**src/rtl/bit_serializer.sv**
```systemverilog
// Parallel-to-serial feeder for the sequence detector: valid/ready word intake, registered 1-bit x output.
// Optional trailing even-parity bit per word when SERIALIZER_PARITY_EN is defined.
//
// state   | meaning
// --------+----------------------------------------------------------
// S_IDLE  | waiting for a word, x held at IDLE_LEVEL, in_ready high
// S_SHIFT | driving data (and parity) bits, x_valid high
// S_GAP   | inter-word idle cycles, x at IDLE_LEVEL, in_ready low
module bit_serializer #(
   parameter int   WIDTH      = 8,
   parameter int   MSB_FIRST  = 1,
   parameter int   GAP        = 0,
   parameter logic IDLE_LEVEL = 1'b0
) (
   input  logic             clk,
   input  logic             reset,
   input  logic [WIDTH-1:0] in_data,
   input  logic             in_valid,
   output logic             in_ready,
   output logic             x,
   output logic             x_valid,
   output logic             busy,
   output logic             word_done
);

   localparam int CW = $clog2(WIDTH + 1);
`ifdef SERIALIZER_PARITY_EN
   localparam bit PAR_EN = 1'b1;
   localparam int LAST   = WIDTH;
`else
   localparam bit PAR_EN = 1'b0;
   localparam int LAST   = WIDTH - 1;
`endif
   localparam logic [CW-1:0] LAST_C    = CW'(LAST);
   localparam logic [CW-1:0] LAST_DATA = CW'(WIDTH - 1);
   localparam logic [3:0]    GAP_LOAD  = 4'((GAP > 0) ? GAP - 1 : 0);

   typedef enum logic [1:0] {S_IDLE, S_SHIFT, S_GAP} state_t;

   state_t           state_q, state_d;
   logic [WIDTH-1:0] sreg_q, sreg_d;
   logic [CW-1:0]    cnt_q, cnt_d;
   logic [3:0]       gap_q, gap_d;
   logic             x_q, x_d;
   logic             par_q, par_d;
   logic             rdy_en_q;
   logic             last_bit;
   logic             accept;
   logic             head_bit;
   logic             load_bit;

   // The next bit to send always sits at the leading end of sreg_q.
   function automatic logic [WIDTH-1:0] shift_w(input logic [WIDTH-1:0] v);
      return (MSB_FIRST != 0) ? (v << 1) : (v >> 1);
   endfunction

   assign head_bit = (MSB_FIRST != 0) ? sreg_q[WIDTH-1] : sreg_q[0];
   assign load_bit = (MSB_FIRST != 0) ? in_data[WIDTH-1] : in_data[0];

   assign last_bit  = (state_q == S_SHIFT) && (cnt_q == LAST_C);
   assign in_ready  = rdy_en_q && ((state_q == S_IDLE) || ((GAP == 0) && last_bit));
   assign accept    = in_valid && in_ready;
   assign x         = x_q;
   assign x_valid   = (state_q == S_SHIFT);
   assign busy      = (state_q != S_IDLE);
   assign word_done = last_bit;

   always_comb begin
      state_d = state_q;
      sreg_d  = sreg_q;
      cnt_d   = cnt_q;
      gap_d   = gap_q;
      par_d   = par_q;
      x_d     = IDLE_LEVEL;
      if (accept) begin
         state_d = S_SHIFT;
         sreg_d  = shift_w(in_data);
         cnt_d   = '0;
         par_d   = ^in_data;
         x_d     = load_bit;
      end else begin
         case (state_q)
            S_SHIFT: begin
               if (last_bit) begin
                  if (GAP > 0) begin
                     state_d = S_GAP;
                     gap_d   = GAP_LOAD;
                  end else begin
                     state_d = S_IDLE;
                  end
               end else begin
                  cnt_d = cnt_q + 1'b1;
                  if (PAR_EN && (cnt_q == LAST_DATA)) begin
                     x_d = par_q;
                  end else begin
                     x_d    = head_bit;
                     sreg_d = shift_w(sreg_q);
                  end
               end
            end
            S_GAP: begin
               if (gap_q == 4'd0) state_d = S_IDLE;
               else               gap_d   = gap_q - 4'd1;
            end
            default: ;
         endcase
      end
   end

   always_ff @(posedge clk or negedge reset) begin
      if (!reset) begin
         state_q  <= S_IDLE;
         sreg_q   <= '0;
         cnt_q    <= '0;
         gap_q    <= '0;
         x_q      <= IDLE_LEVEL;
         par_q    <= 1'b0;
         rdy_en_q <= 1'b0;
      end else begin
         state_q  <= state_d;
         sreg_q   <= sreg_d;
         cnt_q    <= cnt_d;
         gap_q    <= gap_d;
         x_q      <= x_d;
         par_q    <= par_d;
         rdy_en_q <= 1'b1;
      end
   end

endmodule

```
**config.mk**
```make
export PLATFORM = sky130hd
export DESIGN_NAME = bit_serializer
export DESIGN_NICKNAME = d
export VERILOG_FILES = /design/src/rtl/bit_serializer.sv
export SDC_FILE = /design/constraint.sdc
export NUM_CORES = 1
export LEC_CHECK = 0
export CAP_MARGIN = 20
export CELL_PAD_IN_SITES_DETAIL_PLACEMENT = 0
export CELL_PAD_IN_SITES_GLOBAL_PLACEMENT = 1
export CORE_ASPECT_RATIO = 1.1
export CORE_MARGIN = 4
export CORE_UTILIZATION = 39
export DETAILED_ROUTE_END_ITERATION = 8
export PLACE_DENSITY_LB_ADDON = 0.1
export SLEW_MARGIN = 30
export SYNTH_ARGS = -nofsm -noshare
export SYNTH_HDL_FRONTEND = slang
export SYNTH_SLANG_ARGS = --single-unit
```
**constraint.sdc**
```tcl
create_clock -name clk -period 4 [get_ports clk]
set_input_delay 0.4 -clock clk [delete_from_list [all_inputs] [get_ports clk]]
set_output_delay 0.4 -clock clk [all_outputs]
set_load 0.005 [all_outputs]
```
==> run metrics <==
status=complete, no violations; final setup violation count=0; Sw Share=33.50%; Worst-path clk slew=0.08 ns; Post-Synthesis Cell Area=671.9 um2; TritonCTS Buffers=3; antenna-violating nets left=0; Slew headroom=57.55%; number of port buffers=15; Avg Inst Size Synth=12.00 um2; Mapped Cells=56; setup TNS=0 ns; Clk Latency, worst-skew pair=0.27 ns; Post-CTS Resized=0; skew final=0.006317 ns; Fin. Hold Viols=0; # hold bufs at CTS=0; clock sinks=14; Clock Tree Root=clkbuf_4; Initial Utilization=42.12%; worst path required time=3.60 ns; routed length per instance=14.91 um; number of I/O pins=16; hpwl dp=927.5 um; Synth top area share=52.14%; startpoint type of the worst setup path=register; count leader, synth=dfrtp_1; H-tree depth=1; diodes inserted=0; Die X-Extent=47.58 um; arrival time worst endpoint=2.02 ns; CP max-delay cell=clkdlybuf4s50_1; Placer Congestion=0.7743; post-synthesis sequential area ratio=52.14%; DR iter-0 viols=13; period utilization=60.59%; nets=87; vias=503; met2 wire len=532 um; Area contributors post-synth=dfrtp_1 (52%), mux2i_1 (8.9%), mux2_4 (8.9%), a21oi_1 (3.7%), nor3_1 (3.0%); Unique masters post-synth=24; leading area contributor after synthesis=dfrtp_1; DRT Pass-1 Iters=4; fin crit period=2.423 ns; via density per instance=5.589; sequential group share of total power=42.2%; DIE AREA=2452 um2; asr flop ratio synth=100.0%; maximum clock path buffer count=2; Max Freq=0.4126 GHz; Max VDD drop=0.3293 mV; Max Cap Viol=0; P_int=392.6 uW; M1 wire length=658 um; met3 wire len=134 um; clock share of power=12.9%; post-route cell area=858.3 um2; Synthesis Warnings=0; initial antenna violation count=0; synth cell count leaders=dfrtp_1 (14), mux2i_1 (6), a21oi_1 (5); gr usage total=12.06%; # DRC=0; critical-path cell list=ha_1, nand3b_1, nand2_2, and2_1, clkdlybuf4s50_1; CP max stage delay=0.49 ns; Rows=15; Slew Limit Fails=0; Comb pwr share=45.0%; Core Box Area=1595 um2; Worst Hold Class=input port to asynchronous set/reset pin; largest net degree at the start of global routing=15; RSZ-0062 raised after global routing=no; hold slack=0.5136 ns; TritonCTS clock tree=yes; fraction of layout cells with a size suffix above 1=13.70%; Overflow after GRT=0; Die Y=51.54 um; worst-path maximum fanout=10; FF+latch count, synth=14; P&R area growth vs syn=27.75%; WS Path Type=register to output port; EDFF count, synth=0; sw power=197.7 uW; Tightest Pin Transition=0.6347 ns; syn_nets=68; Max Used Layer=met4; post-CTS setup buffer count=0; Placed Area=835.8 um2; Synth Flop Type=dfrtp_1; first-pass GRT wire length=2097 um; CP endpoint kind=output port; vias in the first global route=471; Pwr Density=687.7 nW/um2; Post-Route WL=1342 um; leakage power=0.0004211 uW
[power by group through the flow]
stage | Clock, uW | Sequential (uW) | Combinational [uW]
2_1_floorplan | 0 | 239 | 191
3_3_place_gp | 0 | 248 | 267
3_5_place_dp | 0 | 250 | 265
4_1_cts | 79.0 | 248 | 268
5_1_grt | 87.9 | 255 | 294
6_report | 76.1 | 249 | 265
[critical path, delay by kind of cell, from the launching register on]
family | cells | cell delay, ns
adders and majority gates | 1 | 0.22
DFF | 1 | 0.39
buffers and inverters | 1 | 0.49
and+or+nand+nor | 3 | 0.65
[registers in the layout, indices dropped and copies added (netlist names)]
name / flops
sreg_q: 7
rdy_en_q: 1
x: 1
cnt_q: 4
state_q: 1
[through the flow]
stage | total power [uW] | utilization [%] | worst slack [ns] | instances
after detailed placement | 515.8 | 52.39 | 1.891 | 87
after CTS | 594.3 | 53.80 | 1.588 | 90
after floorplan | 430.0 | - | 2.477 | 56
after global placement | 515.5 | 52.39 | 1.951 | 87
after global routing | 636.8 | 53.80 | 1.435 | 90
final | 590.3 | 53.80 | 1.577 | 90
[final timing paths]
path / end / from / depth (start not counted) / slack (ns)
setup reg to reg: sreg_q[7] / cnt_q[0] / 4 / 2.45
hold reg to reg: cnt_q[0] / cnt_q[0] / 1 / 0.52
min in group clk: cnt_q[0] / cnt_q[0] / 1 / 0.52
hold / removal: x / reset / 1 / 0.51
max in group asynchronous: sreg_q[3] / reset / 1 / 3.07
setup / recovery: in_ready / cnt_q[0] / 5 / 1.58
[logic make-up (layout without fill, tap and decap cells)]
| group | after synthesis | count (layout) | synth area share, % |
|---|---|---|---|
| mux | 10 | 10 | 17.88 |
| other cells | 1 | 1 | 0.5581 |
| simple gates | 15 | 15 | 14.16 |
| buf+inv | 4 | 21 | 2.794 |
| xor+xnor | 1 | 1 | 1.304 |
| flops | 14 | 14 | 52.14 |
| compound gates | 10 | 10 | 9.311 |
| fa+ha+maj | 1 | 1 | 1.862 |
[cell usage in the layout (no fill, tap or decap)]
master,synthesis,routed
a31o_2,1,1
clkbuf_4,0,3
ha_1,1,1
nand3b_1,1,1
mux2_4,4,4
and3b_1,1,1
nor2_1,1,1
dfrtp_1,14,14
nand2_2,1,1
o22ai_1,1,1
conb_1,1,1
o21ai_1,1,1
inv_1,3,3
nand4_1,1,1
and2_1,1,1
a41o_1,1,1
o211ai_1,1,1
a21oi_1,5,5
clkdlybuf4s50_1,0,15
mux2i_1,6,6
or3_1,1,1
nand2_4,1,1
xnor2_1,1,1
and3_1,3,3
nor3_1,4,4
[routing by layer]
layer,vias up,GRT usage [%]
met2,24,16.74
met4,0,5.381
li1,238,-
met3,3,3.114
met5,-,0
met1,238,17.32
[layout make-up]
class / instances / area, um2
fillers: 145 / 737.0
repair buffers: 15 / 150.1
inverters: 3 / 11.26
well taps: 17 / 21.27
multi-input cells: 38 / 302.8
clock buffers: 3 / 22.52
flip-flops and latches: 14 / 350.3
(Power assumes the default switching activity.)
